===== config.mk =====
export PLATFORM = sky130hd
export DESIGN_NAME = sync_debounce_edge_flat
export DESIGN_NICKNAME = d
export VERILOG_FILES = /design/src/rtl/sync_debounce_edge_if.sv /design/src/rtl/sync_debounce_edge.sv /design/src/flat_wrapper.sv
export SDC_FILE = /design/constraint.sdc
export NUM_CORES = 1
export LEC_CHECK = 0
export BUFFER_PORTS_ARGS = -buffer_cell sky130_fd_sc_hd__buf_2
export CAP_MARGIN = 20
export CELL_PAD_IN_SITES_DETAIL_PLACEMENT = 0
export CELL_PAD_IN_SITES_GLOBAL_PLACEMENT = 1
export CORE_UTILIZATION = 41
export DETAILED_ROUTE_END_ITERATION = 6
export GPL_TIMING_DRIVEN = 0
export PLACE_DENSITY_LB_ADDON = 0.05
export SLEW_MARGIN = 20
export SYNTH_ARGS = -nofsm -noshare
export SYNTH_HDL_FRONTEND = slang
export SYNTH_SLANG_ARGS = --single-unit

===== constraint.sdc =====
create_clock -name clk -period 2.3 [get_ports clk]
set_input_delay 0.23 -clock clk [delete_from_list [all_inputs] [get_ports clk]]
set_output_delay 0.23 -clock clk [all_outputs]
set_load 0.02 [all_outputs]

===== src/rtl/sync_debounce_edge_if.sv =====
// Bundles the data-path signals of sync_debounce_edge into one port.
// SYNC_DEB_GLITCH_CNT_EN adds the glitch_cnt_o member to both modports.
interface sync_debounce_edge_if #(
    parameter int CNT_W = 8
);
    logic             sync_sig_i;
    logic             clr_i;
    logic             level_o;
    logic             rise_o;
    logic             fall_o;
    logic             busy_o;
    logic [CNT_W-1:0] edge_cnt_o;
`ifdef SYNC_DEB_GLITCH_CNT_EN
    logic [CNT_W-1:0] glitch_cnt_o;

    modport master (
        output sync_sig_i, clr_i,
        input  level_o, rise_o, fall_o, busy_o, edge_cnt_o, glitch_cnt_o
    );
    modport slave (
        input  sync_sig_i, clr_i,
        output level_o, rise_o, fall_o, busy_o, edge_cnt_o, glitch_cnt_o
    );
`else
    modport master (
        output sync_sig_i, clr_i,
        input  level_o, rise_o, fall_o, busy_o, edge_cnt_o
    );
    modport slave (
        input  sync_sig_i, clr_i,
        output level_o, rise_o, fall_o, busy_o, edge_cnt_o
    );
`endif
endinterface


===== src/rtl/sync_debounce_edge.sv =====
// Debounces a synchronised bit, emits rise/fall pulses and counts accepted rises.
// Optional macro SYNC_DEB_GLITCH_CNT_EN adds a saturating count of aborted qualifications.
module sync_debounce_edge #(
    parameter int DEBOUNCE_CYCLES = 4,
    parameter int CNT_W           = 8
) (
    input logic                 clk,
    input logic                 rstn,
    sync_debounce_edge_if.slave bus
);
    localparam int              STAB_W   = $clog2(DEBOUNCE_CYCLES + 1);
    localparam logic [STAB_W-1:0] STAB_LAST = STAB_W'(DEBOUNCE_CYCLES - 1);
    localparam logic [CNT_W-1:0]  CNT_MAX   = {CNT_W{1'b1}};

    typedef enum logic [1:0] {
        IDLE_LOW  = 2'd0,
        QUAL_HIGH = 2'd1,
        IDLE_HIGH = 2'd2,
        QUAL_LOW  = 2'd3
    } state_t;

    state_t              state_r, state_nxt_s;
    logic [STAB_W-1:0]   stab_r, stab_nxt_s;
    logic                accept_rise_s, accept_fall_s, abort_s;
    logic                level_nxt_s, busy_nxt_s;
    logic                level_r, rise_r, fall_r, busy_r;
    logic [CNT_W-1:0]    edge_cnt_r;

    // Clear takes priority, then a pending increment is applied on top, saturating.
    function automatic logic [CNT_W-1:0] sat_count(input logic [CNT_W-1:0] cur,
                                                   input logic clr,
                                                   input logic inc);
        logic [CNT_W-1:0] base;
        base = clr ? {CNT_W{1'b0}} : cur;
        if (inc && (base != CNT_MAX)) begin
            return base + CNT_W'(1);
        end else begin
            return base;
        end
    endfunction

    // State and stability-counter register.
    always_ff @(posedge clk or negedge rstn) begin
        if (!rstn) begin
            state_r <= IDLE_LOW;
            stab_r  <= {STAB_W{1'b0}};
        end else begin
            state_r <= state_nxt_s;
            stab_r  <= stab_nxt_s;
        end
    end

    // Next-state logic: the sample that completes the window is accepted on that same edge.
    always_comb begin
        state_nxt_s   = state_r;
        stab_nxt_s    = stab_r;
        accept_rise_s = 1'b0;
        accept_fall_s = 1'b0;
        abort_s       = 1'b0;
        case (state_r)
            IDLE_LOW: begin
                if (bus.sync_sig_i) begin
                    if (DEBOUNCE_CYCLES == 1) begin
                        state_nxt_s   = IDLE_HIGH;
                        stab_nxt_s    = {STAB_W{1'b0}};
                        accept_rise_s = 1'b1;
                    end else begin
                        state_nxt_s = QUAL_HIGH;
                        stab_nxt_s  = STAB_W'(1);
                    end
                end else begin
                    stab_nxt_s = {STAB_W{1'b0}};
                end
            end
            QUAL_HIGH: begin
                if (!bus.sync_sig_i) begin
                    state_nxt_s = IDLE_LOW;
                    stab_nxt_s  = {STAB_W{1'b0}};
                    abort_s     = 1'b1;
                end else if (stab_r == STAB_LAST) begin
                    state_nxt_s   = IDLE_HIGH;
                    stab_nxt_s    = {STAB_W{1'b0}};
                    accept_rise_s = 1'b1;
                end else begin
                    stab_nxt_s = stab_r + STAB_W'(1);
                end
            end
            IDLE_HIGH: begin
                if (!bus.sync_sig_i) begin
                    if (DEBOUNCE_CYCLES == 1) begin
                        state_nxt_s   = IDLE_LOW;
                        stab_nxt_s    = {STAB_W{1'b0}};
                        accept_fall_s = 1'b1;
                    end else begin
                        state_nxt_s = QUAL_LOW;
                        stab_nxt_s  = STAB_W'(1);
                    end
                end else begin
                    stab_nxt_s = {STAB_W{1'b0}};
                end
            end
            QUAL_LOW: begin
                if (bus.sync_sig_i) begin
                    state_nxt_s = IDLE_HIGH;
                    stab_nxt_s  = {STAB_W{1'b0}};
                    abort_s     = 1'b1;
                end else if (stab_r == STAB_LAST) begin
                    state_nxt_s   = IDLE_LOW;
                    stab_nxt_s    = {STAB_W{1'b0}};
                    accept_fall_s = 1'b1;
                end else begin
                    stab_nxt_s = stab_r + STAB_W'(1);
                end
            end
            default: begin
                state_nxt_s = IDLE_LOW;
                stab_nxt_s  = {STAB_W{1'b0}};
            end
        endcase
    end

    // Output decode from the next state so the registered outputs line up with the state.
    always_comb begin
        level_nxt_s = 1'b0;
        busy_nxt_s  = 1'b0;
        case (state_nxt_s)
            IDLE_LOW:  begin level_nxt_s = 1'b0; busy_nxt_s = 1'b0; end
            QUAL_HIGH: begin level_nxt_s = 1'b0; busy_nxt_s = 1'b1; end
            IDLE_HIGH: begin level_nxt_s = 1'b1; busy_nxt_s = 1'b0; end
            QUAL_LOW:  begin level_nxt_s = 1'b1; busy_nxt_s = 1'b1; end
            default:   begin level_nxt_s = 1'b0; busy_nxt_s = 1'b0; end
        endcase
    end

    // Registered outputs and the rising-edge event counter.
    always_ff @(posedge clk or negedge rstn) begin
        if (!rstn) begin
            level_r    <= 1'b0;
            rise_r     <= 1'b0;
            fall_r     <= 1'b0;
            busy_r     <= 1'b0;
            edge_cnt_r <= {CNT_W{1'b0}};
        end else begin
            level_r    <= level_nxt_s;
            rise_r     <= accept_rise_s;
            fall_r     <= accept_fall_s;
            busy_r     <= busy_nxt_s;
            edge_cnt_r <= sat_count(edge_cnt_r, bus.clr_i, accept_rise_s);
        end
    end

    assign bus.level_o    = level_r;
    assign bus.rise_o     = rise_r;
    assign bus.fall_o     = fall_r;
    assign bus.busy_o     = busy_r;
    assign bus.edge_cnt_o = edge_cnt_r;

`ifdef SYNC_DEB_GLITCH_CNT_EN
    logic [CNT_W-1:0] glitch_cnt_r;

    // Counts qualifications abandoned before the window completed.
    always_ff @(posedge clk or negedge rstn) begin
        if (!rstn) begin
            glitch_cnt_r <= {CNT_W{1'b0}};
        end else begin
            glitch_cnt_r <= sat_count(glitch_cnt_r, bus.clr_i, abort_s);
        end
    end

    assign bus.glitch_cnt_o = glitch_cnt_r;
`else
    logic unused_abort_s;
    assign unused_abort_s = abort_s;
`endif
endmodule


===== src/flat_wrapper.sv =====
// flat-port wrapper written by rule: the top's interface ports become plain ports
module sync_debounce_edge_flat 
#(
    parameter int DEBOUNCE_CYCLES = 4,
    parameter int CNT_W           = 8
)
  (clk, rstn, bus_sync_sig_i, bus_clr_i, bus_level_o, bus_rise_o, bus_fall_o, bus_busy_o, bus_edge_cnt_o);
  sync_debounce_edge_if #(.CNT_W(CNT_W)) bus_i ();
  input logic clk;
  input logic rstn;
  input wire logic [$bits(bus_i.sync_sig_i)-1:0] bus_sync_sig_i;
  input wire logic [$bits(bus_i.clr_i)-1:0] bus_clr_i;
  output wire logic [$bits(bus_i.level_o)-1:0] bus_level_o;
  output wire logic [$bits(bus_i.rise_o)-1:0] bus_rise_o;
  output wire logic [$bits(bus_i.fall_o)-1:0] bus_fall_o;
  output wire logic [$bits(bus_i.busy_o)-1:0] bus_busy_o;
  output wire logic [$bits(bus_i.edge_cnt_o)-1:0] bus_edge_cnt_o;
  assign bus_i.sync_sig_i = bus_sync_sig_i;
  assign bus_i.clr_i = bus_clr_i;
  assign bus_level_o = bus_i.level_o;
  assign bus_rise_o = bus_i.rise_o;
  assign bus_fall_o = bus_i.fall_o;
  assign bus_busy_o = bus_i.busy_o;
  assign bus_edge_cnt_o = bus_i.edge_cnt_o;
  sync_debounce_edge #(.DEBOUNCE_CYCLES(DEBOUNCE_CYCLES), .CNT_W(CNT_W)) u_core (.clk(clk), .rstn(rstn), .bus(bus_i));
endmodule

== After elaboration in Yosys (flattened, before gate mapping) ==
Cells that the tools add are included.

* Register bits after elaboration: 17
* Output and inout port bits: 12

* $add $sub $neg: 2
* Eq/ne operators: 8
* Multiplexer cells: 22
* Reduce and logical (&&, ||, !) cells: 7

{| class="wikitable"
|+ Operators with widths
! kind !! number
|-
| $mux 8 || 2
|-
| $mux 2 || 6
|-
| $pmux 3 s4 || 1
|-
| $mux 3 || 3
|-
| $add 8x1->8 const B || 1
|-
| $eq 2x2->1 const B || 4
|-
| $ne 8x8->1 const B || 1
|-
| $pmux 2 s4 || 1
|-
| $reduce_or 2->1 || 4
|-
| $mux 1 || 7
|-
| $eq 2x1->1 const B || 2
|-
| $logic_not 2->1 || 2
|-
| $pmux 1 s2 || 2
|-
| $add 3x1->3 const B || 1
|-
| $eq 3x2->1 const B || 1
|-
| $logic_and 1x1->1 || 1
|}

== Depth between registers and ports, before layout ==
* Depth after elaboration: 7
* Depth in mapped cells: 7
* Gate-level depth less buffers: 6

== Least setup slack after synthesis ==
Ideal clock, no wire load.

* Path kind: flip-flop to flip-flop
* Start: register u_core.stab_r[0]
* End: register u_core.edge_cnt_r[1], in the netlist u_core.bus.edge_cnt_o[1]
* Data arrival time: 1.644 ns
* Slack: 0.531 ns
* Stages on the path, launching flop included: 7
* Buffers on the path: 1
* Cells stage by stage: dfrtp_1 -> ha_1 -> nand3b_4 -> or3b_1 -> buf_6 -> nor2_1 -> mux2_2

* Longest elaborated chain between the ends: 6

{| class="wikitable"
|+ Ends and longest elaborated chain
! what !! line !! RTL
|-
| start, declared || sync_debounce_edge.sv:23 || <nowiki>logic [STAB_W-1:0] stab_r, stab_nxt_s;</nowiki>
|-
| start signal, assigned || sync_debounce_edge.sv:46 || <nowiki>stab_r <= {STAB_W{1'b0}};</nowiki>
|-
| start signal, assigned || sync_debounce_edge.sv:49 || <nowiki>stab_r <= stab_nxt_s;</nowiki>
|-
| $eq 3x2->1 || sync_debounce_edge.sv:80 || <nowiki>end else if (stab_r == STAB_LAST) begin</nowiki>
|-
| $mux 1 || sync_debounce_edge.sv:80 ||
|-
| $mux 1 || sync_debounce_edge.sv:76 || <nowiki>if (!bus.sync_sig_i) begin</nowiki>
|-
| $mux 1 || sync_debounce_edge.sv:60 || <nowiki>case (state_r)</nowiki>
|-
| $logic_and 1x1->1 || sync_debounce_edge.sv:35 || <nowiki>if (inc && (base != CNT_MAX)) begin</nowiki>
|-
| $mux 8 || sync_debounce_edge.sv:35 ||
|-
| end signal, assigned || sync_debounce_edge.sv:142 || <nowiki>edge_cnt_r <= {CNT_W{1'b0}};</nowiki>
|-
| end signal, assigned || sync_debounce_edge.sv:148 || <nowiki>edge_cnt_r <= sat_count(edge_cnt_r, bus.clr_i, accept_rise_s);</nowiki>
|-
| end, declared || sync_debounce_edge.sv:27 || <nowiki>logic [CNT_W-1:0] edge_cnt_r;</nowiki>
|}

Every way passes these cells.

== Worst setup path after layout ==
Ends and elaborated chain as after synthesis.

==> metrics.txt <==
status complete, no violations; antenna violations before repair 0; number of cell rows 15; sequential share of the synthesized area 49.23%; CTS Buf Count 3; CTS sink count 16; Max-cap violations 0; DPL Wire Length 992.9 um; H-tree depth 1; synth cell count leaders 16 x dfrtp_1, 5 x nand2b_1; CP required 2.48 ns; layout cells sized above 1 32.56%; routed len/inst 12.64 um; Worst setup SP type flip-flop; delay-heaviest family, CP simple AND/OR/NAND/NOR gates; Post-synth EDFFs 0; setup TNS 0 ns; Crit path arrival time 2.07 ns; TritonCTS clock tree yes; Synth top area share 49.23%; Post-synth top flop dfrtp_1; kind of end point of the critical path flip-flop; crit-path max FO 6; Syn Inst Count 66; post-CTS setup buffers 0; final core utilization 54.18%; Max Clock Skew 0.001181 ns; Detail Route Antenna Nets 0; Clock transition at path regs 0.10 ns; critical path's slowest cell dfrtp_1; Nets 93; largest net degree at the start of global routing 17; Detailed Route Iter0 Violations 6; port buffer count 15; worst skew pair latency 0.28 ns; die height 46.54 um; Initial Util 45.61%; Post-synth ARST share 100.0%; Synth area leader dfrtp_1; Final Instance Area 965.9 um2; # setup viols final 0; Buf/Inv on CP 1; DR vias/cell 4.730; final worst slack 0.4029 ns; first-pass GRT wire length 2304 um; Cell variety after synth 30; most frequent cell after synthesis dfrtp_1; placed cell area 919.6 um2; Tot Pwr 708.6 uW; kind of critical path flip-flop to flip-flop; Hold-fix buffers, CTS 1; vias in the first global route 502; syn_nets 72; Place WS 0.3597 ns; grt total ovfl 0; RSZ-0062 raised after global routing no; n_diodes 0; HP Class input pin to flip-flop; Fmax 527.1 MHz; Synth Warn # 0; GPL Wtd Cong 0.6801; LEAKAGE 0.4888 nW; die width 46.54 um; DRC viols 0; slowest stage delay, CP 0.38 ns; GRT Total Usage 15.41%; routed wire length 1403 um; Mapped Avg Cell Area 12.32 um2; post-synthesis register bit count 16; WHS 0.1553 ns; worst slew pin tran 0.3785 ns; Placed Instances 106; Max Root-Sink Buffers 2; post-route clock period utilization 82.48%; Synth area leaders dfrtp_1 49%, mux2_2 4.2%, nand2b_1 3.8%, xnor2_1 3.2%, xor2_1 3.2%; Post-CTS Resized 0; core area 0.001783 mm2; Rel. slew slack 74.76%; # IOs 16; Clk Tree Root Cell clkbuf_4; P per Cell Area 733.6 mW/mm2; final slew viol count 0; Syn-to-layout area delta 18.77%; fin cells 111; Pre-antenna DRT Iters 3; Max IR drop VDD 0.0005664 V; vias post-DR 525; post-layout minimum cycle time 1.897 ns; worst-path cell chain ha_1 -> nand3b_4 -> or3b_1 -> buf_6 -> nor2_1 -> mux2_2; Hold Fails Final Rpt 0; DIE AREA 0.002166 mm2; synthesized cell area 813.3 um2
worst paths after layout:
check,from,endpoint,slack [ns],cells past startpoint
worst max-delay path,u_core.stab_r[0],u_core.bus.edge_cnt_o[1],0.40,6
worst min-delay path,bus_sync_sig_i,u_core.bus.fall_o,0.16,2
worst max register to register,u_core.stab_r[0],u_core.bus.edge_cnt_o[1],0.40,6
worst min register to register,u_core.stab_r[0],u_core.stab_r[0],0.50,1
max in group asynchronous,rstn,u_core.bus.edge_cnt_o[7],1.62,2
min in group asynchronous,rstn,u_core.stab_r[2],0.41,2
cell type report:
| type | count | area, um2 |
|---|---|---|
| multi-input cells | 45 | 386.6 |
| inverters | 3 | 11.26 |
| repair buffers | 16 | 85.08 |
| fillers | 158 | 817.0 |
| plain buffers | 2 | 15.01 |
| well taps | 25 | 31.28 |
| flip-flops and latches | 16 | 400.4 |
| clock buffers | 4 | 36.28 |
report_power, final:
part	switching, mW	total, mW	internal, mW
logic	0.0866	0.159	0.0728
registers	0.0361	0.364	0.328
clock network	0.0890	0.185	0.0962
flip-flops by register name (all words and copies together) (netlist names):
name	count
u_core.bus.edge_cnt_o	8
u_core.bus.fall_o	1
u_core.bus.level_o	1
u_core.bus.rise_o	1
u_core.stab_r	3
u_core.state_r	2
cell usage in the layout (no fill, tap or decap), types with 2 or more instances in the layout:
cell type  count
nor3b_1        3
xnor2_1        3
inv_1          3
buf_2         15
nand2_1        2
dfrtp_1       16
mux2_2         3
nor2b_1        3
ha_1           2
mux2i_1        2
nand2b_1       5
xor2_1         3
nor2_1         3
clkbuf_4       3
kinds of logic after synthesis:
| group | count (synthesis) | synth area share [%] |
|---|---|---|
| XOR/XNOR | 6 | 6.463 |
| flip-flops | 16 | 49.23 |
| adder cells (fa/ha/maj) | 2 | 3.076 |
| AND/OR/NAND/NOR | 29 | 28.77 |
| multiplexers | 5 | 6.615 |
| buffers and inverters | 5 | 3.230 |
| AO/OA/AOI/OAI | 3 | 2.615 |
layer usage:
metal	GRT usage (%)	up-vias	part of all wire, %
met5	0	-	0
met4	7.059	0	0.86
met3	3.529	2	3.6
met2	21.67	10	40
met1	22.03	243	55
li1	-	270	-
Power figures use the tool's default switching activity.
